`src/rtl/elevator_scan_ctrl.sv`:
```
// -----------------------------------------------------------------------------
// elevator_scan_ctrl
//
// Multi-request elevator car controller. Hall and car calls are latched into a
// pending-request bitmap. They are served in SCAN order: the car keeps
// sweeping in one direction while requests remain ahead of it, and reverses
// only when the sweep runs out. Travel between floors and the door dwell are
// timed. A level-sensitive emergency stop freezes the car in place and keeps
// the latched requests.
//
// Ports
//   clk            : single clock, all logic on the rising edge
//   reset          : synchronous, active-high reset
//   call_valid     : one-cycle call strobe
//   call_floor     : requested floor, sampled while call_valid is high
//   emergency_stop : level; high halts the car
//   current_floor  : floor the car is at, or the floor it last passed
//   direction      : 2'b00 idle, 2'b01 up, 2'b10 down
//   moving         : high while the car travels between floors
//   door           : high while the door is open
//   pending        : outstanding request bitmap, one bit per floor
//   call_error     : one-cycle pulse when a call names a nonexistent floor
// -----------------------------------------------------------------------------
module elevator_scan_ctrl #(
  parameter int NUM_FLOORS  = 8,
  parameter int FLOOR_W     = 3,
  parameter int MOVE_CYCLES = 4,
  parameter int DOOR_CYCLES = 6
) (
  input  logic                  clk,
  input  logic                  reset,
  input  logic                  call_valid,
  input  logic [FLOOR_W-1:0]    call_floor,
  input  logic                  emergency_stop,
  output logic [FLOOR_W-1:0]    current_floor,
  output logic [1:0]            direction,
  output logic                  moving,
  output logic                  door,
  output logic [NUM_FLOORS-1:0] pending,
  output logic                  call_error
);

  localparam int STEP_W = (MOVE_CYCLES > 1) ? $clog2(MOVE_CYCLES) : 1;
  localparam int DOOR_W = (DOOR_CYCLES > 1) ? $clog2(DOOR_CYCLES) : 1;

  localparam logic [STEP_W-1:0]  STEP_LAST   = STEP_W'(MOVE_CYCLES - 1);
  localparam logic [DOOR_W-1:0]  DOOR_LAST   = DOOR_W'(DOOR_CYCLES - 1);
  localparam logic [FLOOR_W-1:0] TOP_FLOOR   = FLOOR_W'(NUM_FLOORS - 1);
  // One bit wider than a floor index so the range check stays meaningful
  // when NUM_FLOORS == 2**FLOOR_W.
  localparam logic [FLOOR_W:0]   FLOOR_LIMIT = (FLOOR_W + 1)'(NUM_FLOORS);

  localparam logic [1:0] DIR_IDLE = 2'b00;
  localparam logic [1:0] DIR_UP   = 2'b01;
  localparam logic [1:0] DIR_DOWN = 2'b10;

  typedef enum logic [2:0] {
    S_IDLE,
    S_MOVE_UP,
    S_MOVE_DOWN,
    S_DOOR_OPEN,
    S_EMERGENCY
  } state_t;

  // Outcome of the SCAN decision taken at a floor: where to go next.
  typedef struct packed {
    state_t     st;
    logic [1:0] dir;
  } sched_t;

  // ---------------------------------------------------------------------------
  // Floor mask helpers
  // ---------------------------------------------------------------------------
  function automatic logic [NUM_FLOORS-1:0] floor_bit(input logic [FLOOR_W-1:0] f);
    floor_bit = '0;
    for (int i = 0; i < NUM_FLOORS; i++) floor_bit[i] = (i == int'(f));
  endfunction

  function automatic logic [NUM_FLOORS-1:0] above_mask(input logic [FLOOR_W-1:0] f);
    above_mask = '0;
    for (int i = 0; i < NUM_FLOORS; i++) above_mask[i] = (i > int'(f));
  endfunction

  function automatic logic [NUM_FLOORS-1:0] below_mask(input logic [FLOOR_W-1:0] f);
    below_mask = '0;
    for (int i = 0; i < NUM_FLOORS; i++) below_mask[i] = (i < int'(f));
  endfunction

  // SCAN decision: keep going the way we were heading while there is work
  // ahead, otherwise turn around, otherwise go idle. With no heading (idle)
  // the up side is preferred.
  function automatic sched_t schedule(input logic [FLOOR_W-1:0]    f,
                                      input logic [1:0]            dir,
                                      input logic [NUM_FLOORS-1:0] reqs);
    logic any_up;
    logic any_dn;
    any_up   = |(reqs & above_mask(f));
    any_dn   = |(reqs & below_mask(f));
    schedule = '{st: S_IDLE, dir: DIR_IDLE};
    if (dir == DIR_DOWN) begin
      if (any_dn)      schedule = '{st: S_MOVE_DOWN, dir: DIR_DOWN};
      else if (any_up) schedule = '{st: S_MOVE_UP,   dir: DIR_UP};
    end else begin
      if (any_up)      schedule = '{st: S_MOVE_UP,   dir: DIR_UP};
      else if (any_dn) schedule = '{st: S_MOVE_DOWN, dir: DIR_DOWN};
    end
  endfunction

  // ---------------------------------------------------------------------------
  // State
  // ---------------------------------------------------------------------------
  state_t              state;
  logic [STEP_W-1:0]   step_cnt;
  logic [DOOR_W-1:0]   door_cnt;

  state_t              state_d;
  logic [FLOOR_W-1:0]  floor_d;
  logic [1:0]          dir_d;
  logic [STEP_W-1:0]   step_d;
  logic [DOOR_W-1:0]   door_d;
  logic [NUM_FLOORS-1:0] pending_d;

  // ---------------------------------------------------------------------------
  // Call decode
  // ---------------------------------------------------------------------------
  logic                  call_in_range;
  logic                  call_ok;
  logic                  call_here;     // call for the floor the car stands at
  logic [NUM_FLOORS-1:0] set_mask;
  logic [NUM_FLOORS-1:0] pend_set;      // pending including this cycle's call
  logic [NUM_FLOORS-1:0] clear_mask;
  logic [FLOOR_W-1:0]    floor_step;    // floor reached at the end of a step
  sched_t                sched_idle;
  sched_t                sched_arrive;
  sched_t                sched_door;

  // NOTE: every signal driven from always_comb gets a default at the top of
  // the block, so no path through the branches leaves it unassigned and no
  // latch is inferred.
  always_comb begin
    call_in_range = ({1'b0, call_floor} < FLOOR_LIMIT);
    call_ok       = call_valid && call_in_range;
    call_here     = call_ok && (call_floor == current_floor) &&
                    ((state == S_IDLE) || (state == S_DOOR_OPEN));
    set_mask      = '0;
    if (call_ok && !call_here) set_mask = floor_bit(call_floor);
    pend_set      = pending | set_mask;

    // Clamp at the shaft ends; the scheduler never heads past them anyway.
    if (state == S_MOVE_DOWN)
      floor_step = (current_floor == '0) ? current_floor
                                         : current_floor - FLOOR_W'(1);
    else
      floor_step = (current_floor == TOP_FLOOR) ? current_floor
                                                : current_floor + FLOOR_W'(1);

    // Leaving IDLE looks only at registered requests, so a call costs one
    // cycle to latch before the car reacts. Decisions on arrival and at door
    // close include a same-cycle call so it is never missed.
    sched_idle   = schedule(current_floor, DIR_IDLE, pending);
    sched_arrive = schedule(floor_step, direction, pend_set);
    sched_door   = schedule(current_floor, direction, pend_set);
  end

  // ---------------------------------------------------------------------------
  // Next-state logic
  // ---------------------------------------------------------------------------
  always_comb begin
    state_d    = state;
    floor_d    = current_floor;
    dir_d      = direction;
    step_d     = step_cnt;
    door_d     = door_cnt;
    clear_mask = '0;

    case (state)
      S_IDLE: begin
        if (call_here) begin
          state_d = S_DOOR_OPEN;
          door_d  = '0;
        end else if (|(pending & floor_bit(current_floor))) begin
          // A request for this floor latched while moving past or while
          // halted; serve it here rather than driving away from it.
          clear_mask = floor_bit(current_floor);
          state_d    = S_DOOR_OPEN;
          door_d     = '0;
        end else if (|pending) begin
          state_d = sched_idle.st;
          dir_d   = sched_idle.dir;
          step_d  = '0;
        end
      end

      S_MOVE_UP, S_MOVE_DOWN: begin
        if (step_cnt == STEP_LAST) begin
          floor_d = floor_step;
          step_d  = '0;
          if (|(pend_set & floor_bit(floor_step))) begin
            // Clearing after the set means a call that lands on the arrival
            // edge for this same floor is absorbed by the stop.
            clear_mask = floor_bit(floor_step);
            state_d    = S_DOOR_OPEN;
            door_d     = '0;
          end else begin
            state_d = sched_arrive.st;
            dir_d   = sched_arrive.dir;
          end
        end else begin
          step_d = step_cnt + STEP_W'(1);
        end
      end

      S_DOOR_OPEN: begin
        if (call_here) begin
          door_d = '0;
        end else if (door_cnt == DOOR_LAST) begin
          door_d  = '0;
          step_d  = '0;
          state_d = sched_door.st;
          dir_d   = sched_door.dir;
        end else begin
          door_d = door_cnt + DOOR_W'(1);
        end
      end

      S_EMERGENCY: begin
        if (!emergency_stop) state_d = S_IDLE;
      end

      default: begin
        state_d = S_IDLE;
        dir_d   = DIR_IDLE;
      end
    endcase

    // Emergency overrides every transition above. The partial step is
    // dropped, so after release the car repeats the whole step.
    if (emergency_stop) begin
      state_d    = S_EMERGENCY;
      floor_d    = current_floor;
      dir_d      = DIR_IDLE;
      step_d     = '0;
      door_d     = '0;
      clear_mask = '0;
    end

    pending_d = pend_set & ~clear_mask;
  end

  // ---------------------------------------------------------------------------
  // Registers. Outputs are decoded from the next state so they are registered
  // and line up with the state they describe.
  // ---------------------------------------------------------------------------
  // NOTE: sequential state uses non-blocking assignments so every register
  // samples the values from before the edge, independent of statement order.
  always_ff @(posedge clk) begin
    if (reset) begin
      state         <= S_IDLE;
      current_floor <= '0;
      direction     <= DIR_IDLE;
      step_cnt      <= '0;
      door_cnt      <= '0;
      pending       <= '0;
      moving        <= 1'b0;
      door          <= 1'b0;
      call_error    <= 1'b0;
    end else begin
      state         <= state_d;
      current_floor <= floor_d;
      direction     <= dir_d;
      step_cnt      <= step_d;
      door_cnt      <= door_d;
      pending       <= pending_d;
      moving        <= (state_d == S_MOVE_UP) || (state_d == S_MOVE_DOWN);
      door          <= (state_d == S_DOOR_OPEN);
      call_error    <= call_valid && !call_in_range;
    end
  end

endmodule

```
`config.mk`:
```
export PLATFORM = sky130hd
export DESIGN_NAME = elevator_scan_ctrl
export DESIGN_NICKNAME = d
export VERILOG_FILES = /design/src/rtl/elevator_scan_ctrl.sv
export SDC_FILE = /design/constraint.sdc
export NUM_CORES = 1
export LEC_CHECK = 0
export CAP_MARGIN = 25
export CORE_ASPECT_RATIO = 1.2
export CORE_MARGIN = 2
export CORE_UTILIZATION = 65
export CTS_BUF_LIST = sky130_fd_sc_hd__clkbuf_8 sky130_fd_sc_hd__clkbuf_16
export CTS_CLUSTER_SIZE = 14
export DETAILED_ROUTE_END_ITERATION = 10
export DONT_BUFFER_PORTS = 1
export MAX_ROUTING_LAYER = met4
export PLACE_DENSITY_LB_ADDON = 0.15
export RECOVER_POWER = 100
export SETUP_SLACK_MARGIN = 0.02
export SYNTH_ARGS = -nofsm -noshare
export SYNTH_HDL_FRONTEND = slang
export SYNTH_SLANG_ARGS = --single-unit
```
`constraint.sdc`:
```
create_clock -name clk -period 7.5 [get_ports clk]
set_clock_uncertainty 0.05 [all_clocks]
set_input_delay 0.75 -clock clk [delete_from_list [all_inputs] [get_ports clk]]
set_output_delay 0.75 -clock clk [all_outputs]
set_load 0.01 [all_outputs]
```
==> reports/results.ini <==
[yosys]
synthFlopType=dfxtp_1
syn-cell-area_um2=2180
async_flop_share=0
ys_top_cells_by_area=dfxtp_1, a211oi_1, a21oi_1
synth-edff-count=0
synth_fp_nets=307
synth_area_leader_cell=dfxtp_1
ys_ff_latch=23
synth_seq_area_share=0.211
synth_top_area_share=0.211
yosysWarnings=0
avgSynthCellArea_um2=7.42
synth.distinct_cells=71
synthCells=294

[place]
place_congestion=1.00
placedCellCount=318
place_area_um2=2180
dp_hpwl_um=4940
preCtsSetupSlack_ns=3.49
io_buffers=0

[route]
avgViaCountPerCell=7.44
drtAntennaViolNets=0
wl_um=6530
route.detailed.drc=0
vias=2396
dr.pass1.iters=5
wl_per_cell_um=20.3
initialDrtViolationCount=208

[floorplan]
num_io_pins=23
core.rowCount=23
initial_utilization=0.665
die_height_um=67.5
die_w_um=56.9
die-area_um2=3840
fp.coreArea_um2=3280

[worst_setup_path]
critPathLaunchType=flop
required_ns=7.57
path_class=reg -> reg
max_stage_delay_ns=0.84
cp_top_family=compound AO/OA/AOI/OAI gates
cp-end-kind=flop
crit_arrival_ns=4.50
path_max_fanout=20
critPathBufInv=1
crit_slowest_cell=dfxtp_1
crit_chain=clkinv_1, ha_1, nand2b_1, mux2i_1, xnor2_1, mux2_2, o22a_1, a21boi_0, nand3_1, o21ai_0, a211oi_1

[final_layout]
n_antenna_cell=0
layout_common_cells=nand2_1, nor2_1, dfxtp_1
instances_no_fill=322
design_area_um2=2190
nets=299
final_common_cell=nand2_1
drive_gt1_frac=0.0526
nFillCells=319
seq_area_um2=460
multi_input_area_um2=1590
areaGrowthSynthToFinish_pct=0.401

[sta]
hold_ws_ns=0.461
period_needed_ns=4.43
fin_tns_setup_ns=0
setup_violations=0
max_freq_ghz=0.226
rsz0062_at_grt=no
slew_viol_final=0
setup_slack_ns=3.07
hold_violations=0
slew_headroom=0.209
period_share=0.591
worstMarginPinSlew_ns=1.19

[clock_tree]
cts_sinks=23
h-tree-depth=1
cts_inserted_buffers=3
ctsHoldBuffers=0
cts_resized=0
root_buffer=clkbuf_8
cts_tree=yes
clk_latency_ns=0.28
cts.clk_slew.worst_paths_ns=0.09
post_cts_buffers=0
clk_path_buf_depth=2

[power]
power_leakage_uw=0.000741
powerDensity_nw_per_um2=123
ir_worst_vdd_mv=0.114

[global_routing]
grt.total_usage=0.357
grt_max_degree=26
grt_pass1_vias=2103
grt_pass1_wl_um=10200
antenna_found_initial=0
overflow=0

[job]
maxCapViolations=0

[run_status]
status=completed

[worst_hold_path]
hold_class=reg -> reg

## area by class of cell
class / instances / share of cell area
Multi-Input combinational cell: 247 / 0.726
Clock buffer: 3 / 0.0188
Tap cell: 37 / 0.0211
Inverter: 9 / 0.0154
Clock inverter: 1 / 0.00343
Sequential cell: 23 / 0.210
Timing Repair Buffer: 2 / 0.00514
## cell families (layout without fill, tap and decap cells)
kind of cell | Yosys count | after routing | share of synthesized area
other | 1 | 1 | 0.00172
buffers and inverters | 24 | 15 | 0.0447
and+or+nand+nor | 111 | 111 | 0.258
xor gates and xnor gates | 6 | 6 | 0.0310
AOI/OAI and AO/OA | 117 | 117 | 0.384
muxes | 6 | 6 | 0.0355
adders and majority gates | 6 | 6 | 0.0344
DFF | 23 | 23 | 0.211
## cell usage after synthesis (3+ instances only)
cell type / instances
nand2_1: 28
buf_2: 3
nor3_1: 7
ha_1: 6
xnor2_1: 3
and2_1: 3
nand4_1: 3
nand3_1: 10
a31oi_1: 8
nor2_1: 27
inv_1: 8
nor2b_1: 7
a22oi_1: 4
mux2_1: 3
clkbuf_1: 9
nor4_1: 3
o21ai_0: 11
o21ai_1: 9
o22ai_1: 3
or2_2: 4
dfxtp_1: 23
o211ai_1: 7
a21oi_1: 21
a32o_1: 3
a211oi_1: 15
nand2b_1: 6
## worst register-to-register path: cells and delay by family (launching register included)
kind	cells	cell delay (ns)
xor+xnor	1	0.66
mux	2	0.52
buf+inv	1	0.51
compound gates	4	0.92
fa+ha+maj	1	0.45
flops	1	0.84
simple gates	2	0.32
## sequential cells by signal (all words and copies together) (netlist names)
| signal | cells |
|---|---|
| current_floor | 3 |
| direction | 2 |
| door | 1 |
| door_cnt | 3 |
| moving | 1 |
| pending | 8 |
| state | 3 |
| step_cnt | 2 |
## metal layers
layer / track usage / routed length (um) / vias to the layer above
li1: - / - / 1113
met1: 0.409 / 2550 / 1107
met2: 0.598 / 3130 / 142
met3: 0.0766 / 576 / 34
met4: 0.169 / 273 / 0
met5: - / 0 / -
## final timing paths
path / from / endpoint / slack [ns] / cells after the start
max: current_floor[0] / pending[1] / 3.07 / 11
min: step_cnt[1] / step_cnt[1] / 0.46 / 2
min reg2reg: step_cnt[1] / step_cnt[1] / 0.46 / 2
max reg2reg: current_floor[0] / pending[1] / 3.07 / 11
## where the power goes
group,internal (uW),switching [uW]
sequential,125,8.08
combinational,20.4,33.1
clock,37.8,44.0
## metrics by stage
stage,power [uW],utilization
after floorplan,177,-
after global placement,188,0.664
after detailed placement,189,0.664
after CTS,268,0.679
after global routing,279,0.668
final,269,0.668
Power figures use the tool's default switching activity.
